===== config.mk =====
export PLATFORM = sky130hd
export DESIGN_NAME = ahb_wr_master
export DESIGN_NICKNAME = d
export VERILOG_FILES = /design/src/rtl/ahb_wr_master.sv
export SDC_FILE = /design/constraint.sdc
export NUM_CORES = 1
export LEC_CHECK = 0
export CORE_MARGIN = 2
export CORE_UTILIZATION = 34
export DETAILED_ROUTE_END_ITERATION = 12
export PLACE_DENSITY = 0.76
export SETUP_SLACK_MARGIN = 0.05
export SLEW_MARGIN = 15
export SYNTH_ARGS = -nofsm -noshare
export SYNTH_HDL_FRONTEND = slang
export SYNTH_SLANG_ARGS = --single-unit

===== constraint.sdc =====
create_clock -name clk -period 2.8 [get_ports clk]
set_input_delay 0.42 -clock clk [delete_from_list [all_inputs] [get_ports clk]]
set_output_delay 0.42 -clock clk [all_outputs]
set_load 0.01 [all_outputs]

===== src/rtl/ahb_wr_master.sv =====
// AHB write master: turns paired AW/W FIFO entries into AHB SINGLE write
// transfers through a two-stage (address phase / data phase) pipeline that
// advances only when the slave signals hready.
module ahb_wr_master #(
  parameter int ADDR_W = 32,
  parameter int DATA_W = 32
) (
  input  logic              clk,
  input  logic              rst,
  // Write-request side
  input  logic              w_req,
  input  logic [ADDR_W-1:0] aw_addr0,
  input  logic [ADDR_W-1:0] aw_addr1,
  input  logic [2:0]        aw_size0,
  input  logic [2:0]        aw_size1,
  input  logic [DATA_W-1:0] w_data0,
  // FIFO handshakes
  output logic              aw_pop,
  output logic              w_pop,
  output logic              b_push,
  output logic [1:0]        b_resp,
  // Pipeline status
  output logic              w_phase1,
  output logic              w_phase2,
  // AHB master port
  output logic [ADDR_W-1:0] haddr,
  output logic [1:0]        htrans,
  output logic              hwrite,
  output logic [2:0]        hsize,
  output logic [2:0]        hburst,
  output logic [DATA_W-1:0] hwdata,
  input  logic              hready,
  input  logic              hresp
);

  typedef enum logic [1:0] {
    HT_IDLE   = 2'b00,
    HT_NONSEQ = 2'b10
  } htrans_e;

  localparam logic [2:0] HBURST_SINGLE = 3'b000;
  localparam logic [1:0] RESP_OKAY     = 2'b00;
  localparam logic [1:0] RESP_SLVERR   = 2'b10;

  logic              phase1_q, phase1_d;
  logic              phase2_q, phase2_d;
  htrans_e           htrans_q, htrans_d;
  logic [ADDR_W-1:0] haddr_q,  haddr_d;
  logic [2:0]        hsize_q,  hsize_d;
  logic [DATA_W-1:0] hwdata_q, hwdata_d;

  logic advance;

  // The whole pipeline moves forward together only on hready cycles.
  assign advance = hready;

  // Next-state: shift address phase into data phase and optionally start a new address phase.
  always_comb begin
    phase1_d = phase1_q;
    phase2_d = phase2_q;
    htrans_d = htrans_q;
    haddr_d  = haddr_q;
    hsize_d  = hsize_q;
    hwdata_d = hwdata_q;
    if (advance) begin
      // Data phase follows whatever was in address phase; the W FIFO head is
      // the beat that belongs to that address, popped in this same cycle.
      phase2_d = phase1_q;
      if (phase1_q) begin
        hwdata_d = w_data0;
      end
      if (w_req) begin
        // Entry 0 is still owned by the transfer leaving address phase when
        // phase1 is set, so the new transfer takes entry 1 in that case.
        phase1_d = 1'b1;
        htrans_d = HT_NONSEQ;
        haddr_d  = phase1_q ? aw_addr1 : aw_addr0;
        hsize_d  = phase1_q ? aw_size1 : aw_size0;
      end else begin
        phase1_d = 1'b0;
        htrans_d = HT_IDLE;
      end
    end
  end

  // Pipeline registers, cleared asynchronously so in-flight transfers are dropped on reset.
  always_ff @(posedge clk or posedge rst) begin
    if (rst) begin
      phase1_q <= 1'b0;
      phase2_q <= 1'b0;
      htrans_q <= HT_IDLE;
      haddr_q  <= '0;
      hsize_q  <= '0;
      hwdata_q <= '0;
    end else begin
      phase1_q <= phase1_d;
      phase2_q <= phase2_d;
      htrans_q <= htrans_d;
      haddr_q  <= haddr_d;
      hsize_q  <= hsize_d;
      hwdata_q <= hwdata_d;
    end
  end

  // FIFO strobes: pop when the address phase is accepted, push the response
  // when the data phase completes. Gated by rst so they stay quiet in reset.
  assign aw_pop = phase1_q & hready & ~rst;
  assign w_pop  = phase1_q & hready & ~rst;
  assign b_push = phase2_q & hready & ~rst;
  assign b_resp = (phase2_q & hready & hresp & ~rst) ? RESP_SLVERR : RESP_OKAY;

  assign w_phase1 = phase1_q;
  assign w_phase2 = phase2_q;
  assign htrans   = htrans_q;
  assign haddr    = haddr_q;
  assign hsize    = hsize_q;
  assign hwdata   = hwdata_q;
  // Writes only, single transfers only.
  assign hwrite   = 1'b1;
  assign hburst   = HBURST_SINGLE;

endmodule

==> key figures <==
Outcome
  – Outcome: completed

Die
  – Die ar.: 9770 sq um
  – Die height: 98.8 um
  – Core ar.: 8720 sq um
  – Starting Density: 35.1%
  – I/O pin total: 187
  – DIE WIDTH: 98.8 um
  – Row cnt: 34

Final layout
  – Storage cell area: 1730 sq um
  – Fin util: 57.9%
  – Final Non-Filler Cells: 530
  – # nets final: 526
  – Finished Cell Area: 5050 sq um
  – Area occupied by multi-input gates: 1130 sq um
  – Area growth syn-to-layout: 65.0%
  – Fraction of layout cells with a size suffix above 1: 6.64%
  – Fillers: 740
  – # diodes: 0

GRT
  – Total Routing Usage GR: 16.5%
  – Largest net degree at the start of global routing: 70
  – Grt total ovfl: 0
  – Vias in the first global route: 2661
  – First-pass GRT wire length: 13.0 mm
  – Initial antenna violation count: 0

Clock tree
  – CTS tree: yes
  – Worst skew pair latency: 0.33 ns
  – CTS Buf Count: 9
  – Clock-pin slew on the worst setup and hold paths: 0.06 ns
  – Cts hold-fix bufs: 0
  – Maximum root-to-sink buffer count: 2
  – Level count of the clock H-tree: 3
  – Root Driver: clkbuf_8
  – Post-CTS Setup Repair Bufs: 0
  – Post-CTS Resized: 0
  – Clock Sinks: 69

Placement
  – Area post-placement: 4860 sq um
  – Dpl hpwl: 5.97 mm
  – Setup WS pre-CTS: 0.616 ns
  – Gpl congestion: 0.727
  – DP Cell Count: 516
  – IO buf count: 180

Worst setup path
  – Crit path buf inv count: 2
  – Crit path depth: 4
  – Slowest cell delay on critical path: 0.52 ns
  – Critical path launch point: rst
  – CP Cell Sequence: clkdlybuf4s50_1 > and3b_1 > and2_1 > clkdlybuf4s50_1
  – Crit Path Max Fanout: 2
  – Crit Path Class: in -> out
  – Crit end category: primary output
  – Worst EP required: 2.38 ns
  – Number of cells on the worst reg-to-reg path: 3
  – Critical path's most frequent cell: clkdlybuf4s50_1
  – Worst r2r src: htrans[1]$_DFFE_PP0P_
  – Reg2Reg Setup Slack: 1.28 ns
  – CP max stage cell: clkdlybuf4s50_1
  – CP delay by family, top: buffers and inverters
  – FF-to-FF End: haddr[29]$_DFFE_PP0P_
  – Critical Path Start Type: input pin
  – Critical Path AT: 1.76 ns
  – Critical Path Sink: b_resp[1]

Pwr
  – PnR Total Power: 2.91 mW
  – Worst vdd ir: 0.215 mV
  – Pwr/cell area: 576 nW/um^2
  – Leak: 2.12 nW

STA
  – RSZ-0062 raised after global routing: false
  – Period minus WS final: 2.18 ns
  – Worst Skew: 0.00599 ns
  – Final worst path period share: 77.8%
  – Final Hold Vio Count: 0
  – Slew Viols, Final: 0
  – Final WS setup: 0.621 ns
  – Slew @ Worst Pin: 0.856 ns
  – Fmax: 459 MHz
  – Max_slew headroom: 42.9%
  – Worst hold slack: 0.489 ns
  – Final setup TNS: 0 ns
  – Final setup vio count: 0

Drt
  – TritonRoute pass-1 iters: 4
  – Residual DRC: 0
  – DR vias/cell: 4.76
  – Wire per inst: 15.1 um
  – DR iter-0 viols: 43
  – Final WL: 8.02 mm
  – Total number of vias: 2523
  – Post-route ant nets: 0

Synthesis
  – Post-synthesis register bit count: 69
  – Seq/Total Area, Yosys: 56.5%
  – Post-Syn Area: 3060 sq um
  – Yosys warns: 0
  – Avg Cell Area, Syn: 12.5 sq um
  – Synth unique cells: 16
  – Cells after synthesis: 244

Flow run
  – Max Cap Viol: 0

Worst hold path
  – Hold crit path type: reg -> reg
[layout make-up]
type / instances / area share, %
tap: 108 / 2.68
clock buffer: 13 / 3.55
clock inverter: 1 / 0.0992
timing repair buffer: 187 / 36.7
multi-input combinational: 150 / 22.5
sequential: 69 / 34.2
inverter: 2 / 0.223
[synthesized netlist by cell type]
master    number  area [sq um]
o21ai_0        1          5.00
buf_4         10          75.1
inv_1          2          7.51
buf_6          8          90.1
buf_2          5          25.0
mux2_1        29           327
clkbuf_1       4          15.0
and3_1         1          6.26
mux2_2         4          45.0
and3b_1        1          8.76
mux2i_1       35           350
a21oi_1       70           350
nand2_2        1          6.26
conb_1         2          7.51
dfrtp_1       69          1730
and2_1         2          12.5
[worst min-delay path by stage]
stage                           start                     end  slack (ns)  cells past startpoint
6_report       hwdata[30]$_DFFE_PP0P_  hwdata[30]$_DFFE_PP0P_        0.49                      1
5_1_grt        hwdata[30]$_DFFE_PP0P_  hwdata[30]$_DFFE_PP0P_        0.51                      1
4_1_cts        hwdata[31]$_DFFE_PP0P_  hwdata[31]$_DFFE_PP0P_        0.50                      1
3_5_place_dp   hwdata[31]$_DFFE_PP0P_  hwdata[31]$_DFFE_PP0P_        0.48                      1
3_3_place_gp   hwdata[29]$_DFFE_PP0P_  hwdata[29]$_DFFE_PP0P_        0.47                      1
2_1_floorplan   hwdata[0]$_DFFE_PP0P_   hwdata[0]$_DFFE_PP0P_        0.53                      1
[power by group]
part / internal (mW) / switching, mW / total, mW
registers: 1.17 / 0.0925 / 1.26
clock network: 0.408 / 0.336 / 0.743
logic: 0.556 / 0.345 / 0.901
[cells in the final DEF (no fill, tap or decap), types with 2 or more instances in the layout]
cell               n
clkdlybuf4s50_1  180
dfrtp_1           68
and2_1             2
conb_1             6
mux2_1            29
clkbuf_8          13
buf_4              7
mux2i_1           35
a21oi_1           70
mux2_2             4
[cell families after synthesis]
family	count (synthesis)	share of synthesized area [%]
simple gates	5	1.10
buf+inv	29	6.96
compound gates	71	11.6
flops	69	56.5
other cells	2	0.246
mux	68	23.6
[layer usage]
metal	vias up	share of wire, %	track usage [%]
li1	1199	-	-
met1	1187	41	21.4
met2	120	48	26.2
met3	17	8.9	5.39
met4	0	1.9	5.69
met5	-	0	0
[worst register-to-register path, cell delays in order (launching register included)]
cell	delay [ns]
dfrtp_2	0.49
buf_4	0.50
mux2i_1	0.32
a21oi_1	0.09
[registers in the layout, indices dropped and copies added (netlist names)]
| name | count |
|---|---|
| haddr | 32 |
| hsize | 3 |
| htrans | 1 |
| hwdata | 32 |
| w_phase2 | 1 |
Power figures use the tool's default switching activity.
